## src/rtl/sync_pkg.sv

```systemverilog
// ============================================================================
// Module : sync_pkg
// Brief  : Shared defaults and helpers for the sync_debounce block.
// Rev    : 1.0  initial release
// ============================================================================
`default_nettype none

package sync_pkg;

    localparam int SYNC_STAGES_DEF     = 2;
    localparam int DEBOUNCE_CYCLES_DEF = 16;

    // Counter must hold 0..DEBOUNCE_CYCLES-1; a zero-width vector is not legal.
    function automatic int cnt_width(input int cycles);
        int w;
        w = $clog2(cycles + 1);
        return (w < 1) ? 1 : w;
    endfunction

endpackage

`default_nettype wire

```

## src/rtl/sync_debounce_ch.sv

```systemverilog
// ============================================================================
// Module : sync_debounce_ch
// Brief  : One channel: synchronizer chain, debounce counter, level and ticks.
// Rev    : 1.0  initial release
// ============================================================================
`default_nettype none

module sync_debounce_ch
    import sync_pkg::*;
#(
    parameter int   SYNC_STAGES     = SYNC_STAGES_DEF,
    parameter int   DEBOUNCE_CYCLES = DEBOUNCE_CYCLES_DEF,
    parameter logic RESET_BIT       = 1'b0
) (
    input  logic clk,
    input  logic rst,
    input  logic i_async,
    output logic o_level,
    output logic o_rise,
    output logic o_fall,
    output logic o_tick_nxt
);

    localparam int                CNT_W      = cnt_width(DEBOUNCE_CYCLES);
    localparam logic [CNT_W-1:0]  c_CNT_LAST = CNT_W'(DEBOUNCE_CYCLES - 1);
    localparam logic [CNT_W-1:0]  c_CNT_ONE  = CNT_W'(1);

    logic [SYNC_STAGES-1:0] r_sync;
    logic [CNT_W-1:0]       r_cnt;
    logic                   r_level;
    logic                   r_rise;
    logic                   r_fall;

    logic w_syncd;
    logic w_differs;
    logic w_accept;

    assign w_syncd   = r_sync[SYNC_STAGES-1];
    assign w_differs = (w_syncd != r_level);
    assign w_accept  = w_differs && (r_cnt == c_CNT_LAST);

    always_ff @(posedge clk) begin
        if (rst) begin
            r_sync  <= {SYNC_STAGES{RESET_BIT}};
            r_cnt   <= '0;
            r_level <= RESET_BIT;
            r_rise  <= 1'b0;
            r_fall  <= 1'b0;
        end else begin
            r_sync <= {r_sync[SYNC_STAGES-2:0], i_async};
            r_rise <= w_accept &  w_syncd;
            r_fall <= w_accept & ~w_syncd;
            // Any sample matching the current level restarts the filter.
            if (!w_differs) begin
                r_cnt <= '0;
            end else if (w_accept) begin
                r_level <= w_syncd;
                r_cnt   <= '0;
            end else begin
                r_cnt <= r_cnt + c_CNT_ONE;
            end
        end
    end

    assign o_level    = r_level;
    assign o_rise     = r_rise;
    assign o_fall     = r_fall;
    assign o_tick_nxt = w_accept;

endmodule

`default_nettype wire

```

## src/rtl/sync_debounce.sv

```systemverilog
// ============================================================================
// Module : sync_debounce
// Brief  : Multi-channel synchronizer + debouncer with rise/fall/any ticks.
//          SYNC_DEBOUNCE_STICKY_EN adds sticky tick capture with a clear input.
// Rev    : 1.0  initial release
// ============================================================================
`default_nettype none

module sync_debounce
    import sync_pkg::*;
#(
    parameter int                  CHANNELS        = 4,
    parameter int                  SYNC_STAGES     = SYNC_STAGES_DEF,
    parameter int                  DEBOUNCE_CYCLES = DEBOUNCE_CYCLES_DEF,
    parameter logic [CHANNELS-1:0] RESET_VAL       = '0
) (
    input  logic                clk,
    input  logic                rst,
    input  logic [CHANNELS-1:0] async_in,
`ifdef SYNC_DEBOUNCE_STICKY_EN
    input  logic                sticky_clr,
    output logic [CHANNELS-1:0] rise_sticky,
    output logic [CHANNELS-1:0] fall_sticky,
`endif
    output logic [CHANNELS-1:0] sync_out,
    output logic [CHANNELS-1:0] rise_edge_tick,
    output logic [CHANNELS-1:0] fall_edge_tick,
    output logic                any_edge_tick
);

    logic [CHANNELS-1:0] w_tick_nxt;
    logic                r_any;

    generate
        for (genvar g = 0; g < CHANNELS; g++) begin : g_ch
            sync_debounce_ch #(
                .SYNC_STAGES     (SYNC_STAGES),
                .DEBOUNCE_CYCLES (DEBOUNCE_CYCLES),
                .RESET_BIT       (RESET_VAL[g])
            ) u_ch (
                .clk        (clk),
                .rst        (rst),
                .i_async    (async_in[g]),
                .o_level    (sync_out[g]),
                .o_rise     (rise_edge_tick[g]),
                .o_fall     (fall_edge_tick[g]),
                .o_tick_nxt (w_tick_nxt[g])
            );
        end
    endgenerate

    // Registered from the channels' pre-register accepts so it lines up with their ticks.
    always_ff @(posedge clk) begin
        if (rst) begin
            r_any <= 1'b0;
        end else begin
            r_any <= |w_tick_nxt;
        end
    end

    assign any_edge_tick = r_any;

`ifdef SYNC_DEBOUNCE_STICKY_EN
    logic [CHANNELS-1:0] r_rise_sticky;
    logic [CHANNELS-1:0] r_fall_sticky;

    // A tick in the same cycle as the clear wins.
    always_ff @(posedge clk) begin
        if (rst) begin
            r_rise_sticky <= '0;
            r_fall_sticky <= '0;
        end else begin
            r_rise_sticky <= (r_rise_sticky & ~{CHANNELS{sticky_clr}}) | rise_edge_tick;
            r_fall_sticky <= (r_fall_sticky & ~{CHANNELS{sticky_clr}}) | fall_edge_tick;
        end
    end

    assign rise_sticky = r_rise_sticky;
    assign fall_sticky = r_fall_sticky;
`else
    // Without sticky capture the block is purely level + tick outputs.
`endif

endmodule

`default_nettype wire
```

## config.mk

```make
export PLATFORM = sky130hd
export DESIGN_NAME = sync_debounce
export DESIGN_NICKNAME = d
export VERILOG_FILES = /design/src/rtl/sync_pkg.sv /design/src/rtl/sync_debounce_ch.sv /design/src/rtl/sync_debounce.sv
export SDC_FILE = /design/constraint.sdc
export NUM_CORES = 1
export LEC_CHECK = 0
export CORE_ASPECT_RATIO = 1.75
export CORE_MARGIN = 4
export CORE_UTILIZATION = 49
export CTS_CLUSTER_SIZE = 28
export DETAILED_ROUTE_END_ITERATION = 8
export DONT_BUFFER_PORTS = 1
export PLACE_DENSITY = 0.64
export SYNTH_ARGS = -nofsm -noshare
export SYNTH_HDL_FRONTEND = slang
export SYNTH_HIERARCHICAL = 1
export SYNTH_SLANG_ARGS = --single-unit
```

## constraint.sdc

```tcl
create_clock -name clk -period 1.72 [get_ports clk]
set_clock_uncertainty 0.1 [all_clocks]
set_input_delay 0.43 -clock clk [delete_from_list [all_inputs] [get_ports clk]]
set_output_delay 0.43 -clock clk [all_outputs]
set_load 0.005 [all_outputs]
```

# Word level (Yosys, flattened, before mapping)

Cells that the tools add are included.

$add $sub $neg: 4
Bitwise gates (word level): 16
Reduce and logical (&&, ||, !) cells: 13
Eq/ne operators: 8

Operators by type and width:

| operator                                                        | number |
|---|---|
| 5-bit by 1-bit adder with 5-bit output, second input constant   | 4 |
| 5-bit by 4-bit == test with 1-bit output, second input constant | 4 |
| 3-bit OR reduction                                              | 4 |
| 1-bit AND                                                       | 8 |
| 1-bit inverter                                                  | 8 |
| 2-bit AND reduction                                             | 4 |
| 1-bit logical AND                                               | 4 |
| 1-bit != test                                                   | 4 |
| 4-bit OR reduction                                              | 1 |

Output and inout port bits: 13
Word-level logic and storage cells: 62
Bits of input ports: 6
Register bits after elaboration: 41

# Longest topological paths before layout

Gate-level depths: netlist (run 1).

Depth after elaboration: 3
Gate-level depth with buffers: 6
Gate-level depth less buffers: 6

# By module

The synthesis (run 1) kept the hierarchy.

By module, submodules not included:

| module           | area an instance (um^2) | cells each | sequential area each (um^2) | times used |
|---|---|---|---|---|
| sync_debounce_ch | 352.8                   | 32         | 200.2                       | 4 |
| sync_debounce    | 30.0                    | 3          | 20.0                        | 1 |

# Worst setup path after synthesis (run 1)

OpenSTA, ideal clock, no wires.

Path type: register to register
Start: register g_ch[1].u_ch.r_cnt[0]
End: register r_any (netlist: any_edge_tick)
Stages on the path, launching flop included: 7
Setup time: 0.121 ns
Buffers on the path: 0
Slack: 0.196 ns
Data required time: 1.499 ns
Arrival time: 1.303 ns
Clock period less this slack: 1.524 ns
Cells stage by stage: dfxtp_1 > ha_1 > and3_1 > ha_1 > and2_1 > nor4_1 > nor2_1

Cells in the longest elaborated chain, start to end: 3

Ends and longest elaborated chain:

| what                                     | RTL line               | text |
|---|---|---|
| start, declared                          | sync_debounce_ch.sv:29 | `logic [CNT_W-1:0] r_cnt;` |
| start signal, assigned                   | sync_debounce_ch.sv:60 | `r_cnt <= r_cnt + c_CNT_ONE;` |
| 5-bit by 4-bit == test with 1-bit output | sync_debounce_ch.sv:40 | `assign w_accept = w_differs && (r_cnt == c_CNT_LAST);` |
| 1-bit logical AND                        | sync_debounce_ch.sv:40 |  |
| net w_tick_nxt[1]                        | sync_debounce.sv:31    | `logic [CHANNELS-1:0] w_tick_nxt;` |
| 4-bit OR reduction                       | sync_debounce.sv:57    | `r_any <= \|w_tick_nxt;` |
| end signal, assigned                     | sync_debounce.sv:57    |  |
| end, declared                            | sync_debounce.sv:32    | `logic r_any;` |

The timed path passes the listed nets, and every way through them passes these cells.
A chain may end at the register's enable or synchronous reset.

# Final worst setup path (run 1)

Ends and elaborated chain as after synthesis.

==> results of run 1 <==
power groups by stage:
| stage | combinational (W) | clock [W] | sequential [W] |
|---|---|---|---|
| after global routing | 0.0000251 | 0.000741 | 0.000969 |
| after global placement | 0.0000208 | 0 | 0.000989 |
| after detailed placement | 0.0000212 | 0 | 0.000989 |
| final | 0.0000210 | 0.000660 | 0.000967 |
| after floorplan | 0.0000183 | 0 | 0.000988 |
| after CTS | 0.0000213 | 0.000692 | 0.000967 |
synthesized netlist by cell type:
library cell / n / area share
and2_1: 4 / 0.017
and3_1: 8 / 0.035
and4bb_2: 4 / 0.035
dfxtp_1: 41 / 0.57
ha_1: 8 / 0.069
inv_1: 4 / 0.010
mux2i_1: 4 / 0.028
nand2_2: 4 / 0.017
nand3_1: 4 / 0.014
nor2_1: 25 / 0.065
nor2b_1: 8 / 0.035
nor4_1: 1 / 0.0043
nor4bb_1: 4 / 0.028
xnor2_1: 4 / 0.024
xor2_1: 8 / 0.049
cells in the final DEF (no fill, tap or decap), drive strengths merged, types with 7 or more instances in the layout:
cell	netlist	layout
xor2	8	8
and3	8	8
clkbuf	0	7
ha	8	8
nor2	25	25
dfxtp	41	41
nor2b	8	8
metrics by stage:
step | hold slack, ns | instance area (um^2)
after floorplan | 0.3138 | 1441
after global placement | 0.3191 | 1475
after detailed placement | 0.3276 | 1475
after CTS | 0.09014 | 1577
after global routing | 0.07584 | 1577
final | 0.1044 | 1577
worst paths after layout:
kind                                from                      to  slack [ns]  cells after the start
setup reg to reg   g_ch[1].u_ch/r_cnt[0]           any_edge_tick        0.10                      6
hold reg to reg   g_ch[0].u_ch/r_sync[0]  g_ch[0].u_ch/r_sync[1]        0.34                      1
hold / removal                       rst           any_edge_tick        0.10                      1
setup / recovery   g_ch[1].u_ch/r_cnt[0]           any_edge_tick        0.10                      6
layer usage:
layer | up-vias | GRT usage | share of wire | wire length [um]
met5 | - | 0 | 0 | 0
met4 | 0 | 0.08895 | 0.026 | 54
met3 | 5 | 0.06542 | 0.056 | 116
met2 | 17 | 0.1976 | 0.51 | 1043
met1 | 393 | 0.1311 | 0.41 | 849
li1 | 446 | - | - | -
state kept, by name, summed over array words and instances (netlist names):
register / count
g_ch.u_ch/r_sync: 8
g_ch.u_ch/r_cnt: 20
g_ch.u_ch/o_level: 4
any_edge_tick: 1
g_ch.u_ch/o_fall: 4
g_ch.u_ch/o_rise: 4
logic make-up after synthesis:
group	synth area share
fa+ha+maj	0.06945
xor+xnor	0.07292
flops	0.5694
simple gates	0.2500
buf+inv	0.01041
mux	0.02778
cell type report:
class | instances | area (um^2) | share of cell area
flip-flops and latches | 41 | 820.8 | 0.5206
multi-input cells | 86 | 605.6 | 0.3841
clock buffers | 7 | 96.34 | 0.06111
well taps | 27 | 33.78 | 0.02143
inverters | 4 | 15.01 | 0.009524
clock inverters | 1 | 5.005 | 0.003175
critical path, stage by stage (launching register included):
cell and delay, ns:
dfxtp_1 0.33, ha_1 0.22, and3_1 0.15, ha_1 0.24, and2_1 0.16, nor4_1 0.26
nor2_1 0.06
==> qor.yml, run 1 <==
intPower_w: 0.001333
hp-class: "input port to flip-flop"
ys_ff_latch: 41
status: "finished, final reports clean"
syn-cell-area_um2: 1441
powerDensity_nw_per_um2: 1046
vias: 861
power.leakage_nw: 0.6549
nFillCells: 250
die_h_um: 79.75
die_area_um2: 3908
synth.avg_cell_area_um2: 11.00
ctsHtreeMaxLevel: 2
via_per_inst: 5.187
antenna_left: 0
cts_inserted_buffers: 5
synthesis.nets: 145
worstMarginPinSlew_ns: 0.3093
dp_hpwl_um: 1510
p_total_w: 0.001649
p_comb_frac: 0.013
clock_tree.buffer_depth: 2
drt_iter0_drc: 7
period_needed_ns: 1.617
gp_congestion: 0.7113
yosysWarnings: 6
worst_slack_ns: 0.1033
fp.dieW_um: 49
antenna_found_initial: 0
first_pass_iters: 4
peakVddDrop_mv: 0.7616
ys_types: 15
slew_headroom: 0.7910
wirelength_um: 2064
clock_latency_ns: 0.29
cap_violations: 0
hold_viol_final: 0
final-setup-viol-count: 0
grt_max_degree: 26
clock_power_share: 0.401
rsz0062_at_grt: "false"
design.core.area_um2: 2753
cts-resized-gates: 0
cts.hold.buffers_added: 0
io_buffer_count: 0
first_global_vias: 871
fin_nets: 152
pwr-share-seq: 0.587
period_share: 0.9400
antenna_cells: 0
grt_usage: 0.1278
slew_violations: 0
setup_tns_ns: 0
final_cells: 166
cp.required_ns: 1.80
dp_slack_ns: 0.1055
start_kind: "flip-flop"
start_util: 0.5236
fin_util: 0.5727
crit_fanout: 5
max_freq_ghz: 0.6185
synth-seq-area-share: 0.5694
area_growth_pct: 9.375
dp_cells: 158
drive_gt1_frac: 0.1151
cts_tree: "yes"
ios: 19
path_class: "flip-flop to flip-flop"
grt_remaining_overflow: 0
end_kind: "flip-flop"
root_buffer: "clkbuf_8"
clk_pin_slew_worst_paths_ns: 0.08
switchingPower_w: 0.0003161
routedWlPerCell_um: 12.43
cts.sinks: 41
remaining_drc_errors: 0
synthCells: 131
arrival_ns: 1.70
grt_first_pass_wirelength_um: 3705
post_cts_buffers: 0
switching_share: 0.1917
core.rowCount: 25
Note: power is estimated with default switching activity, not from simulation.
==> run 2: changes to the inputs <==
- CELL_PAD_IN_SITES_DETAIL_PLACEMENT: unset -> 1
- CELL_PAD_IN_SITES_GLOBAL_PLACEMENT: unset -> 1
- CORE_UTILIZATION: 49 -> 47
- PLACE_DENSITY: 0.64 -> 0.75
- SKIP_CTS_REPAIR_TIMING: unset -> 1
==> run 2 against run 1 <==
  * Maximum frequency fell by 3.8%
  * Routed wire length rose by 25%
  * Sequential share of layout area fell by 0.89 points
  * Non-clock buffer count rose by 2
  * Largest cell class unchanged
  * Highest routed layer unchanged
==> qor.yml, run 2 (same netlist as run 1, synthesis figures left out) <==
status: "finished, final reports clean"  # unchanged
grt_max_degree: 26  # unchanged
vias: 899  # was 861
peakVddDrop_mv: 0.6279  # was 0.7616 mV
slew_violations: 0  # unchanged
ctsHtreeMaxLevel: 2  # unchanged
worstMarginPinSlew_ns: 0.2852  # was 0.3093 ns
grt_remaining_overflow: 0  # unchanged
design.core.area_um2: 2928  # was 2753 um^2
drt_iter0_drc: 7  # unchanged
cts_tree: "yes"  # unchanged
core.rowCount: 26  # was 25
die_area_um2: 4052  # was 3908 um^2
cts_inserted_buffers: 5  # unchanged
fp.dieW_um: 49.86  # was 49 um
largest_reg_flops: 20  # unchanged
dp_slack_ns: 0.09198  # was 0.1055 ns
dp_hpwl_um: 1863  # was 1510 um
worstHoldStart: "rst"  # unchanged
drive_gt1_frac: 0.1357  # was 0.1151
worst_slack_ns: 0.03920  # was 0.1033 ns
via_per_inst: 5.351  # was 5.187
start_kind: "flip-flop"  # unchanged
period_share: 0.9772  # was 0.9400
max_freq_ghz: 0.5950  # was 0.6185 GHz
cp.required_ns: 1.80  # about the same
layout_common_cells: "dfxtp_1 (41), nor2_1 (24)"  # was dfxtp_1 (41), nor2_1 (25)
die_h_um: 81.26  # was 79.75 um
nFillCells: 328  # was 250
wirelength_um: 2579  # was 2064 um
final-setup-viol-count: 0  # unchanged
path_class: "flip-flop to flip-flop"  # unchanged
io_buffer_count: 0  # unchanged
final_cells: 168  # was 166
root_buffer: "clkbuf_8"  # unchanged
final_common_cell: "dfxtp_1"  # unchanged
grt_first_pass_wirelength_um: 4250  # was 3705 um
cts.sinks: 41  # unchanged
first_global_vias: 981  # was 871
ios: 19  # unchanged
clk_pin_slew_worst_paths_ns: 0.07  # was 0.08 ns
dp_cells: 161  # was 158
power.leakage_nw: 0.6674  # was 0.6549 nW
grt_usage: 0.1425  # was 0.1278
end_kind: "flip-flop"  # unchanged
setup_tns_ns: 0  # unchanged
slew_headroom: 0.8073  # was 0.7910
arrival_ns: 1.76  # was 1.70 ns
hold_viol_final: 0  # unchanged
multi_input_area_um2: 614.3  # was 605.6 um^2
largest_register: "g_ch.u_ch/r_cnt"  # unchanged
fin_nets: 154  # was 152
antenna_left: 0  # unchanged
gp_congestion: 0.6612  # was 0.7113
start_util: 0.4923  # was 0.5236
hp-class: "input port to flip-flop"  # unchanged
clock_latency_ns: 0.29  # about the same
cap_violations: 0  # unchanged
reg_top3: "g_ch.u_ch/r_cnt: 20 flops, g_ch.u_ch/r_sync: 8 flops"  # unchanged
reg2reg_from: "g_ch[3].u_ch/r_cnt[0]"  # was g_ch[1].u_ch/r_cnt[0]
period_needed_ns: 1.681  # was 1.617 ns
seqCellArea_um2: 820.8  # unchanged
antenna_cells: 0  # unchanged
crit_fanout: 5  # unchanged
area_growth_pct: 11.28  # was 9.375%
antenna_found_initial: 0  # unchanged
powerDensity_nw_per_um2: 1069  # was 1046 nW/um^2
startpoint: "g_ch[3].u_ch/r_cnt[0]"  # was g_ch[1].u_ch/r_cnt[0]
p_total_w: 0.001715  # was 0.001649 W
routedWlPerCell_um: 15.35  # was 12.43 um
first_pass_iters: 2  # was 4
remaining_drc_errors: 0  # unchanged
clock_tree.buffer_depth: 2  # unchanged
[run 2: cell count changes in the layout (fill, tap and decap cells not counted)]
| cell | before | now |
|---|---|---|
| nor4_1 | 1 | 0 |
| nor2_1 | 25 | 24 |
| clkbuf_8 | 7 | 5 |
| buf_4 | 0 | 2 |
| nor4_2 | 0 | 1 |
| bufinv_16 | 0 | 1 |
| nor2_2 | 0 | 1 |
[run 2: where the power goes]
| part | switching, W | internal (W) |
|---|---|---|
| Combinational | 0.0000119 | 0.0000106 |
| Sequential | 0.00000709 | 0.000960 |
| Clock | 0.000304 | 0.000421 |
| Total | 0.000323 | 0.00139 |
[run 2: area by class of cell]
class	count	area share
timing repair buffer	2	0.009360
clock inverter	2	0.02184
clock buffer	5	0.04290
inverter	4	0.009360
sequential	41	0.5117
tap	28	0.02184
multi-input combinational	86	0.3830
[run 2: stage by stage]
step / hold WS (ns) / utilization / area, um^2
after CTS: 0.08809 / 0.5449 / 1595
final: 0.09678 / 0.5479 / 1604
after detailed placement: 0.3255 / 0.5094 / 1491
after floorplan: 0.3138 / - / 1441
after global placement: 0.3176 / 0.5094 / 1491
after global routing: 0.07513 / 0.5479 / 1604
[run 2: final timing paths]
check,endpoint,depth (start not counted),slack (ns)
max,any_edge_tick,6,0.04
min,g_ch[3].u_ch/r_sync[0],1,0.1
max reg2reg,any_edge_tick,6,0.04
min reg2reg,g_ch[2].u_ch/r_sync[1],1,0.34
[run 2: per-layer routing]
layer,part of all wire,routed length (um),GRT usage,up-vias
li1,-,-,-,449
met1,0.36,936,0.1320,421
met2,0.55,1412,0.2533,17
met3,0.040,103,0.04587,12
met4,0.049,127,0.1108,0
met5,0,0,0,-
[run 2: critical path, stage by stage, from the launching register on]
cell     delay, ns
dfxtp_1       0.33
ha_1          0.22
and3_1        0.16
ha_1          0.24
and2_1        0.19
nor4_2        0.26
nor2_1        0.07
